--- src/rtl/ssb_pkg.sv ---
// Shared types and limits for the simple-bus crossbar.
package ssb_pkg;

  typedef enum logic {
    ARB_FIXED = 1'b0,
    ARB_RR    = 1'b1
  } arb_mode_e;

  localparam int unsigned MAX_HOSTS       = 8;
  localparam int unsigned MAX_DEVICES     = 8;
  localparam int unsigned MAX_OUTSTANDING = 8;

  // Index width that stays legal for single-entry ranges.
  function automatic int unsigned idx_width(input int unsigned n);
    return (n > 1) ? $clog2(n) : 1;
  endfunction

endpackage

--- src/rtl/ssb_rr_arbiter.sv ---
// Host arbiter: combinational winner selection, fixed-priority or round-robin.
// rr_ptr only advances on an accepted request.
module ssb_rr_arbiter
  import ssb_pkg::*;
#(
  parameter int unsigned NrHosts = 3,
  parameter arb_mode_e   Mode    = ARB_FIXED,
  localparam int unsigned IdxW   = idx_width(NrHosts)
) (
  input  logic               clk_i,
  input  logic               rst_i,
  input  logic [NrHosts-1:0] req_i,
  input  logic               accept_i,
  output logic [IdxW-1:0]    winner_o,
  output logic               valid_o
);

  logic [IdxW-1:0] rr_ptr_q, rr_ptr_d;
  int unsigned     base_idx;
  int unsigned     cand;

  // Scan from highest offset down so the smallest offset from the base wins.
  always_comb begin
    valid_o  = 1'b0;
    winner_o = '0;
    cand     = 0;
    base_idx = (Mode == ARB_RR) ? int'(rr_ptr_q) : 0;
    for (int i = NrHosts - 1; i >= 0; i--) begin
      cand = (base_idx + i) % NrHosts;
      if (req_i[cand]) begin
        valid_o  = 1'b1;
        winner_o = IdxW'(cand);
      end
    end
  end

  always_comb begin
    rr_ptr_d = rr_ptr_q;
    if (Mode == ARB_RR && accept_i && valid_o) begin
      rr_ptr_d = (int'(winner_o) == NrHosts - 1) ? '0 : winner_o + 1'b1;
    end
  end

  always_ff @(posedge clk_i or posedge rst_i) begin
    if (rst_i) rr_ptr_q <= '0;
    else       rr_ptr_q <= rr_ptr_d;
  end

endmodule

--- src/rtl/ssb_xbar.sv ---
// N-host to M-device simple-bus crossbar with in-order response tracking.
// Grant is combinational in the request cycle; earliest response is the following cycle.
module ssb_xbar
  import ssb_pkg::*;
#(
  parameter int unsigned NrHosts        = 3,
  parameter int unsigned NrDevices      = 2,
  parameter int unsigned AddrWidth      = 32,
  parameter int unsigned DataWidth      = 32,
  parameter arb_mode_e   ArbMode        = ARB_FIXED,
  parameter int unsigned MaxOutstanding = 2,
  parameter logic [NrDevices-1:0][AddrWidth-1:0] DevBase = '0,
  parameter logic [NrDevices-1:0][AddrWidth-1:0] DevMask = '0,
  localparam int unsigned BeWidth       = DataWidth / 8
) (
  input  logic                               clk_sys_i,
  input  logic                               rst_sys_i,
  input  logic [NrHosts-1:0]                 host_req_i,
  input  logic [NrHosts-1:0]                 host_we_i,
  input  logic [NrHosts-1:0][AddrWidth-1:0]  host_addr_i,
  input  logic [NrHosts-1:0][DataWidth-1:0]  host_wdata_i,
  input  logic [NrHosts-1:0][BeWidth-1:0]    host_be_i,
  output logic [NrHosts-1:0]                 host_gnt_o,
  output logic [NrHosts-1:0]                 host_rvalid_o,
  output logic [NrHosts-1:0]                 host_err_o,
  output logic [DataWidth-1:0]               host_rdata_o,
  output logic [NrDevices-1:0]               dev_req_o,
  output logic [AddrWidth-1:0]               dev_addr_o,
  output logic                               dev_we_o,
  output logic [BeWidth-1:0]                 dev_be_o,
  output logic [DataWidth-1:0]               dev_wdata_o,
  input  logic [NrDevices-1:0]               dev_gnt_i,
  input  logic [NrDevices-1:0]               dev_rvalid_i,
  input  logic [NrDevices-1:0]               dev_err_i,
  input  logic [NrDevices-1:0][DataWidth-1:0] dev_rdata_i
);

  localparam int unsigned HIdxW = idx_width(NrHosts);
  localparam int unsigned DIdxW = idx_width(NrDevices);
  localparam int unsigned PtrW  = idx_width(MaxOutstanding);
  localparam int unsigned CntW  = $clog2(MaxOutstanding + 1);

  typedef struct packed {
    logic [HIdxW-1:0] host;
    logic [DIdxW-1:0] dev;
    logic             unmapped;
  } trk_t;

  function automatic logic [PtrW-1:0] ptr_inc(input logic [PtrW-1:0] p);
    return (int'(p) == MaxOutstanding - 1) ? '0 : p + 1'b1;
  endfunction

  logic [HIdxW-1:0] win_idx;
  logic             win_vld;
  logic [DIdxW-1:0] dev_sel;
  logic             mapped, full, empty, accept, resp;
  trk_t             mem_q [MaxOutstanding];
  trk_t             head;
  logic [PtrW-1:0]  wr_ptr_q, wr_ptr_d, rd_ptr_q, rd_ptr_d;
  logic [CntW-1:0]  cnt_q, cnt_d;

  ssb_rr_arbiter #(
    .NrHosts (NrHosts),
    .Mode    (ArbMode)
  ) u_arb (
    .clk_i    (clk_sys_i),
    .rst_i    (rst_sys_i),
    .req_i    (host_req_i),
    .accept_i (accept),
    .winner_o (win_idx),
    .valid_o  (win_vld)
  );

  // Shared request bus follows the winner; idle bus is driven to zero.
  always_comb begin
    dev_addr_o  = '0;
    dev_we_o    = 1'b0;
    dev_be_o    = '0;
    dev_wdata_o = '0;
    if (win_vld) begin
      dev_addr_o  = host_addr_i[win_idx];
      dev_we_o    = host_we_i[win_idx];
      dev_be_o    = host_be_i[win_idx];
      dev_wdata_o = host_wdata_i[win_idx];
    end
  end

  always_comb begin
    mapped  = 1'b0;
    dev_sel = '0;
    for (int d = NrDevices - 1; d >= 0; d--) begin
      if (win_vld && ((dev_addr_o & ~DevMask[d]) == DevBase[d])) begin
        mapped  = 1'b1;
        dev_sel = DIdxW'(d);
      end
    end
  end

  assign empty  = (cnt_q == '0);
  assign full   = (cnt_q == CntW'(MaxOutstanding));
  assign accept = !rst_sys_i && win_vld && !full && (!mapped || dev_gnt_i[dev_sel]);
  assign head   = mem_q[rd_ptr_q];
  assign resp   = !empty && (head.unmapped || dev_rvalid_i[head.dev]);

  always_comb begin
    dev_req_o  = '0;
    host_gnt_o = '0;
    if (!rst_sys_i && win_vld && mapped && !full) dev_req_o[dev_sel] = 1'b1;
    if (accept) host_gnt_o[win_idx] = 1'b1;
  end

  always_comb begin
    host_rvalid_o = '0;
    host_err_o    = '0;
    host_rdata_o  = '0;
    if (resp) begin
      host_rvalid_o[head.host] = 1'b1;
      if (head.unmapped) begin
        host_err_o[head.host] = 1'b1;
      end else begin
        host_err_o[head.host] = dev_err_i[head.dev];
        host_rdata_o          = dev_rdata_i[head.dev];
      end
    end
  end

  always_comb begin
    wr_ptr_d = accept ? ptr_inc(wr_ptr_q) : wr_ptr_q;
    rd_ptr_d = resp ? ptr_inc(rd_ptr_q) : rd_ptr_q;
    cnt_d    = cnt_q;
    if (accept && !resp)      cnt_d = cnt_q + 1'b1;
    else if (!accept && resp) cnt_d = cnt_q - 1'b1;
  end

  always_ff @(posedge clk_sys_i or posedge rst_sys_i) begin
    if (rst_sys_i) begin
      wr_ptr_q <= '0;
      rd_ptr_q <= '0;
      cnt_q    <= '0;
    end else begin
      wr_ptr_q <= wr_ptr_d;
      rd_ptr_q <= rd_ptr_d;
      cnt_q    <= cnt_d;
    end
  end

  // Entry storage needs no reset; validity is carried by cnt_q.
  always_ff @(posedge clk_sys_i) begin
    if (accept) mem_q[wr_ptr_q] <= '{host: win_idx, dev: dev_sel, unmapped: !mapped};
  end

endmodule

--- config.mk ---
export PLATFORM = sky130hd
export DESIGN_NAME = ssb_xbar
export DESIGN_NICKNAME = d
export VERILOG_FILES = /design/src/rtl/ssb_pkg.sv /design/src/rtl/ssb_rr_arbiter.sv /design/src/rtl/ssb_xbar.sv
export SDC_FILE = /design/constraint.sdc
export NUM_CORES = 1
export LEC_CHECK = 0
export CAP_MARGIN = 20
export CELL_PAD_IN_SITES_DETAIL_PLACEMENT = 1
export CELL_PAD_IN_SITES_GLOBAL_PLACEMENT = 2
export CORE_MARGIN = 5
export CORE_UTILIZATION = 10
export DETAILED_ROUTE_END_ITERATION = 10
export PLACE_DENSITY = 0.89
export SYNTH_ARGS = -nofsm -noshare
export SYNTH_HDL_FRONTEND = slang
export SYNTH_HIERARCHICAL = 1
export SYNTH_SLANG_ARGS = --single-unit
--- constraint.sdc ---
create_clock -name clk_sys_i -period 6.1 [get_ports clk_sys_i]
set_input_delay 1.83 -clock clk_sys_i [delete_from_list [all_inputs] [get_ports clk_sys_i]]
set_output_delay 1.83 -clock clk_sys_i [all_outputs]
set_load 0.005 [all_outputs]
# ---- After elaboration in Yosys (flattened, before gate mapping)
# Memories as Yosys holds them, arrays and structs flattened.
# Index checks and enable logic that the tools add are counted.
dict set report op_classes {
  n_addsub 4
  n_lt_le_gt_ge 5
  n_eq_ne 1
  muxes 42
  bitwise_logic 1
  n_reduce_logical 22
}
# cell count
set op_table {}
lappend op_table {{2-to-1 mux 32 bit} 8}
lappend op_table {{binary-select mux 32 bit (select 2 bit)} 2}
lappend op_table {{zero test 32 bit} 1}
lappend op_table {{2-to-1 mux 1 bit} 17}
lappend op_table {{2-to-1 mux 3 bit} 4}
lappend op_table {{logical AND 1 bit} 11}
lappend op_table {{2-to-1 mux 2 bit} 5}
lappend op_table {{binary-select mux 4 bit (select 2 bit)} 1}
lappend op_table {{2-to-1 mux 4 bit} 2}
lappend op_table {{zero test 1 bit} 6}
lappend op_table {{less-than comparator 2 x 3 -> 1 bit, second input constant} 2}
lappend op_table {{demux 1 bit (select 2 bit)} 2}
lappend op_table {{greater-or-equal comparator 2 x 1 -> 1 bit, second input constant} 2}
lappend op_table {{AND 3 bit} 1}
lappend op_table {{adder 1 bit, second input constant} 2}
lappend op_table {{adder 2 x 1 -> 2 bit, second input constant} 1}
lappend op_table {{binary-select mux 1 bit (select 2 bit)} 1}
lappend op_table {{== test 2 bit, second input constant} 1}
lappend op_table {{zero test 2 bit} 1}
lappend op_table {{logical OR 1 bit} 2}
lappend op_table {{less-than comparator 1 x 2 -> 1 bit, both inputs constant} 1}
lappend op_table {{nonzero test 2 bit} 1}
lappend op_table {{subtractor 2 x 1 -> 2 bit, second input constant} 1}
dict set report word_totals {
  ff_bits 4
  ram_bits 6
  in_bits 282
  output_inout_bits 112
  wordCells 79
  memories 1
}
# memory depth word_bits rd rd_ports_with_merged_regs write_ports line
set mem_list {}
lappend mem_list {mem_q 2 3 1 0 1 ssb_xbar.sv:57} ;# trk_t mem_q [MaxOutstanding];

# ---- Logic depth before layout (Yosys ltp)
dict set report logic_depth {
  word_depth 16
  mapped_depth 14
  mapped_depth_nobuf 11
}

# ---- Cells and area by module
# Netlist, hierarchy kept.
# module instances cells_each area_each_um2 seq_area_each_um2
set by_module_without_submodules {}
lappend by_module_without_submodules {ssb_xbar 1 413 2891.5 280.3}
lappend by_module_without_submodules {ssb_rr_arbiter 1 3 20.0 0.0}

# ---- Least setup slack after synthesis
# Ideal clock, no wire load.
dict set report synth_timing {
  path_type {input to output}
  start {in host_req_i[1]}
  end {out host_gnt_o[2]}
  arrival_time_ns 3.642
  required_time_ns 4.270
  setup_slack_ns 0.628
  cell_stages 10
  n_path_buf 2
  path_cell_list {nor3b_1 -> buf_6 -> buf_8 -> mux2i_1 -> o21ai_1 -> o21ai_0 -> nand4_1 -> nor4_4 -> a21oi_2 -> and3b_1}
}
dict set report synth_between {
  elab_chain_len 12
  elab_cells_between_ends 21
  cone_classes {order compare (2); mux (11); reduce/logical (8)}
}
# element line
set synth_lines {}
lappend synth_lines {{start, declared} ssb_xbar.sv:18} ;# input logic [NrHosts-1:0] host_req_i,
lappend synth_lines {{2-to-1 mux 2 bit (2 in a row)} ssb_rr_arbiter.sv:30} ;# if (req_i[cand]) begin
lappend synth_lines {{binary-select mux 32 bit (select 2 bit)} ssb_xbar.sv:81} ;# dev_addr_o = host_addr_i[win_idx];
lappend synth_lines {{2-to-1 mux 32 bit (implied by the code)} ssb_xbar.sv:81}
lappend synth_lines {{2-to-1 mux 32 bit} ssb_xbar.sv:80} ;# if (win_vld) begin
lappend synth_lines {{zero test 32 bit} ssb_xbar.sv:92} ;# if (win_vld && ((dev_addr_o & ~DevMask[d]) == DevBase[d])) begin
lappend synth_lines {{logical AND 1 bit} ssb_xbar.sv:92}
lappend synth_lines {{2-to-1 mux 1 bit} ssb_xbar.sv:92}
lappend synth_lines {{zero test 1 bit} ssb_xbar.sv:101} ;# assign accept = !rst_sys_i && win_vld && !full && (!mapped || dev_gnt_i[dev_sel]);
lappend synth_lines {{logical OR 1 bit} ssb_xbar.sv:101}
lappend synth_lines {{logical AND 1 bit *} ssb_xbar.sv:101}
lappend synth_lines {{net accept} ssb_xbar.sv:56} ;# logic mapped, full, empty, accept, resp;
lappend synth_lines {{2-to-1 mux 3 bit *} ssb_xbar.sv:109} ;# if (accept) host_gnt_o[win_idx] = 1'b1;
lappend synth_lines {{end, declared} ssb_xbar.sv:23} ;# output logic [NrHosts-1:0] host_gnt_o,
# The timed path passes the listed nets; every way through them passes the cells marked *. The select of a mux whose other input is x is not followed.

# ---- Worst setup path in the final report
dict set report layout_timing {
  start {in host_req_i[1]}
  end {out dev_req_o[0]}
}
dict set report layout_between {
  elab_chain_len 11
  elab_cells_between_ends 14
  cone_classes {mux (9); reduce/logical (5)}
}
# element line
set layout_lines {}
lappend layout_lines {{2-to-1 mux 2 bit (2 in a row)} ssb_rr_arbiter.sv:30}
lappend layout_lines {{net win_idx[1]} ssb_xbar.sv:53} ;# logic [HIdxW-1:0] win_idx;
lappend layout_lines {{binary-select mux 32 bit (select 2 bit)} ssb_xbar.sv:81}
lappend layout_lines {{2-to-1 mux 32 bit (implied by the code)} ssb_xbar.sv:81}
lappend layout_lines {{2-to-1 mux 32 bit} ssb_xbar.sv:80}
lappend layout_lines {{zero test 32 bit} ssb_xbar.sv:92}
lappend layout_lines {{logical AND 1 bit} ssb_xbar.sv:92}
lappend layout_lines {{2-to-1 mux 1 bit} ssb_xbar.sv:92}
lappend layout_lines {{logical AND 1 bit (2 in a row)} ssb_xbar.sv:108} ;# if (!rst_sys_i && win_vld && mapped && !full) dev_req_o[dev_sel] = 1'b1;
lappend layout_lines {{2-to-1 mux 1 bit} ssb_xbar.sv:108}
lappend layout_lines {{end, declared} ssb_xbar.sv:27} ;# output logic [NrDevices-1:0] dev_req_o,
# The timed path passes the listed nets, and every way through them passes these cells. The select of a mux whose other input is x is not followed.

==> impl_metrics.json <==
{
  "status": "finished clean",
  "syn_inst": 416,
  "clk-insertion-delay-late_ns": 0.24,
  "fin_ws_ns": 0.09194,
  "peakVddDrop_v": 0.00007871,
  "yosys_warnings": 6,
  "start_util": 0.1014,
  "synthesis.area_sq_um": 2912,
  "synth_xor_area_frac": 0.01504,
  "placeableCoreArea_sq_um": 28700,
  "endpoint_kind": "primary output",
  "vias_per_cell": 3.781,
  "fin_crit_sh": 0.9849,
  "ys_ff_latch": 10,
  "clock_sinks": 10,
  "finClkSkew_ns": 0.002251,
  "area_delta_synth_final_pct": 158.0,
  "port_buffers": 357,
  "rsz0062_at_grt": "true",
  "ys_types": 34,
  "clkTransAtPathRegs_ns": 0.04,
  "max_slew.worst_pin.slew_ns": 0.5092,
  "grt_pass1_vias": 4990,
  "wl_met2_mm": 9.961,
  "drt-met1-wl_mm": 7.417,
  "vias": 4458,
  "slew_headroom": 0.6605,
  "antenna_found_initial": 0,
  "ios": 394,
  "crit_fanout": 7,
  "nets": 1079,
  "row_count": 62,
  "cts_buffers": 3,
  "routedWlPerCell_um": 16.07,
  "dieHeight_um": 180.6,
  "antenna_cells": 0,
  "cts_tree": "done",
  "maxCapViolations": 0,
  "drt_iter0_markers": 90,
  "grt_max_degree": 56,
  "setup_tns_ns": 0,
  "synth_top_cell_by_area": "mux2i_1",
  "die-area_sq_um": 32630,
  "power.density_nw_per_um2": 130.5,
  "synth_edf_count": 6,
  "fmax_mhz": 166.4,
  "synth_compound_area_frac": 0.1513,
  "cts_buffer_depth": 2,
  "grt_use_total": 0.1061,
  "async_reset_ff_frac": 0.4000,
  "synthSimpleGateAreaFrac": 0.4095,
  "synthAdderAreaFrac": 0.004297,
  "root_buffer": "clkbuf_16",
  "synth_top_area_frac": 0.2407,
  "die-width_um": 180.6,
  "ant_nets": 0,
  "hpwl_mm": 15.96,
  "final_util": 0.2617,
  "hold_viol": 0,
  "avgSynthCellArea_sq_um": 6.999,
  "place_ws_ns": -0.7231,
  "synth_area_leaders": "mux2i_1, and2_1, o21ai_1",
  "ys.flop_type": "edfxtp_1",
  "dr.max_layer_used": "met4",
  "grt_overflow": 0,
  "leakage_nw": 2.681,
  "finalMaxSlewViolations": 0,
  "synth_mux_area_frac": 0.2484,
  "total_power_mw": 0.9801,
  "setup_violations": 0,
  "hold_path_class": "register to register",
  "drive_above_1_share": 0.1119,
  "ys_seq_area_frac": 0.09626,
  "drc": 0,
  "arrival_ns": 4.18,
  "worstSetupStartpointType": "input pin",
  "critical_path_class": "input pin to primary output",
  "synth_fp_nets": 699,
  "synth_top_family_by_area": "simple AND/OR/NAND/NOR gates",
  "wirelength_mm": 18.95,
  "htree_levels": 1,
  "fin_crit_ns": 6.008,
  "cp.required_ns": 4.27,
  "grt_pass1_wl_mm": 27.95,
  "wl_met3_mm": 1.274,
  "nFillCells": 3410,
  "dr.pass1.iters": 4,
  "place_congestion": 0.7717
}
-- worst max-delay path: stages --
cell,delay [ns]
buf_8,0.10
nor3b_4,0.29
buf_12,0.20
buf_12,0.13
mux2i_2,0.19
o21ai_1,0.07
buf_4,0.16
o21ai_2,0.10
nand4_1,0.19
nor4_4,0.31
buf_4,0.18
buf_6,0.10
and4_1,0.20
buf_6,0.11
-- sequential cells by signal (all words and copies together) (netlist names) --
signal	cells
wr_ptr_q	1
cnt_q	2
rd_ptr_q	1
mem_q	6
-- synthesized netlist by cell type (3+ instances only) --
| cell | instances |
|---|---|
| and2_1 | 103 |
| buf_2 | 10 |
| buf_4 | 3 |
| buf_6 | 3 |
| clkbuf_1 | 21 |
| dfrtp_1 | 4 |
| edfxtp_1 | 6 |
| mux2i_1 | 70 |
| nand2_1 | 38 |
| nand3b_1 | 32 |
| nand4_1 | 4 |
| nor2_1 | 4 |
| nor2b_1 | 5 |
| o21ai_0 | 19 |
| o21ai_1 | 66 |
| xor2_1 | 3 |
-- final cells by class --
| class | count | area [sq um] | area share |
|---|---|---|---|
| Clock buffer | 3 | 75.07 | 0.009993 |
| Sequential cell | 10 | 280.3 | 0.03731 |
| Multi-Input combinational cell | 364 | 2512 | 0.3344 |
| Clock inverter | 1 | 3.754 | 0.0004997 |
| Inverter | 2 | 7.507 | 0.0009993 |
| Timing Repair Buffer | 415 | 4153 | 0.5528 |
| Tap cell | 384 | 480.5 | 0.06396 |
-- routing by layer --
metal,vias to the layer above,global-route usage
li1,2189,-
met1,2065,0.1164
met2,185,0.2056
met3,19,0.02826
met4,0,0.01815
met5,-,0
-- power breakdown --
group | internal, mW | switching (mW) | leakage (nW) | total (mW)
registers | 0.0968 | 0.0182 | 0.100 | 0.115
logic | 0.480 | 0.268 | 2.54 | 0.748
clock network | 0.0859 | 0.0311 | 0.0385 | 0.117
total | 0.663 | 0.317 | 2.68 | 0.980
-- cells in the final DEF, fill, tap and decap left out, types with 2 or more instances in the layout --
cell	netlist	final
o21ai_2	0	8
edfxtp_1	6	6
o21ai_0	19	8
inv_1	2	2
nand2b_1	2	2
buf_12	0	10
nand2_1	38	38
mux2i_1	70	65
mux2i_2	0	3
nor3_1	2	2
nand3b_1	32	32
buf_6	3	5
mux2_2	2	2
nor2_1	4	4
and2_1	103	103
o21ai_1	66	69
nor2b_1	5	3
xor2_1	3	3
dfrtp_1	4	4
xnor2_1	2	2
buf_4	3	44
buf_2	10	4
clkbuf_16	0	3
clkdlybuf4s50_1	0	350
mux2i_4	0	2
nand4_1	4	4
-- timing repair --
item                       CTS  global route
pin swaps                   13            15
hold buffers                 0             0
cloned                       2             0
setup endpoints to repair    6             6
buffers inserted            10             2
resized for setup           50            21
-- metrics by stage --
step	area, sq um	instances	hold slack [ns]
detailed placement	7227	1164	0.4879
global placement	7227	1164	0.4746
CTS	7473	1179	0.4986
floorplan	2912	416	0.4555
finish	7512	1179	0.4947
global route	7512	1179	0.5235
-- worst paths after layout --
check,start,endpoint,slack (ns),cells past startpoint
worst min-delay path,wr_ptr_q,wr_ptr_q,0.49,1
max in group asynchronous,rst_sys_i,rd_ptr_q,4.08,2
worst min register to register,wr_ptr_q,wr_ptr_q,0.49,1
worst max register to register,rd_ptr_q,cnt_q[1],4.14,6
min in group asynchronous,rst_sys_i,cnt_q[0],1.82,2
worst max-delay path,host_req_i[1],dev_req_o[0],0.09,14
-- logic make-up after synthesis --
family | after synthesis
compound gates | 87
xor+xnor | 5
fa+ha+maj | 1
buf+inv | 42
flops | 10
mux | 72
other cells | 1
simple gates | 198
No activity file was read; power rests on OpenSTA's default activity.
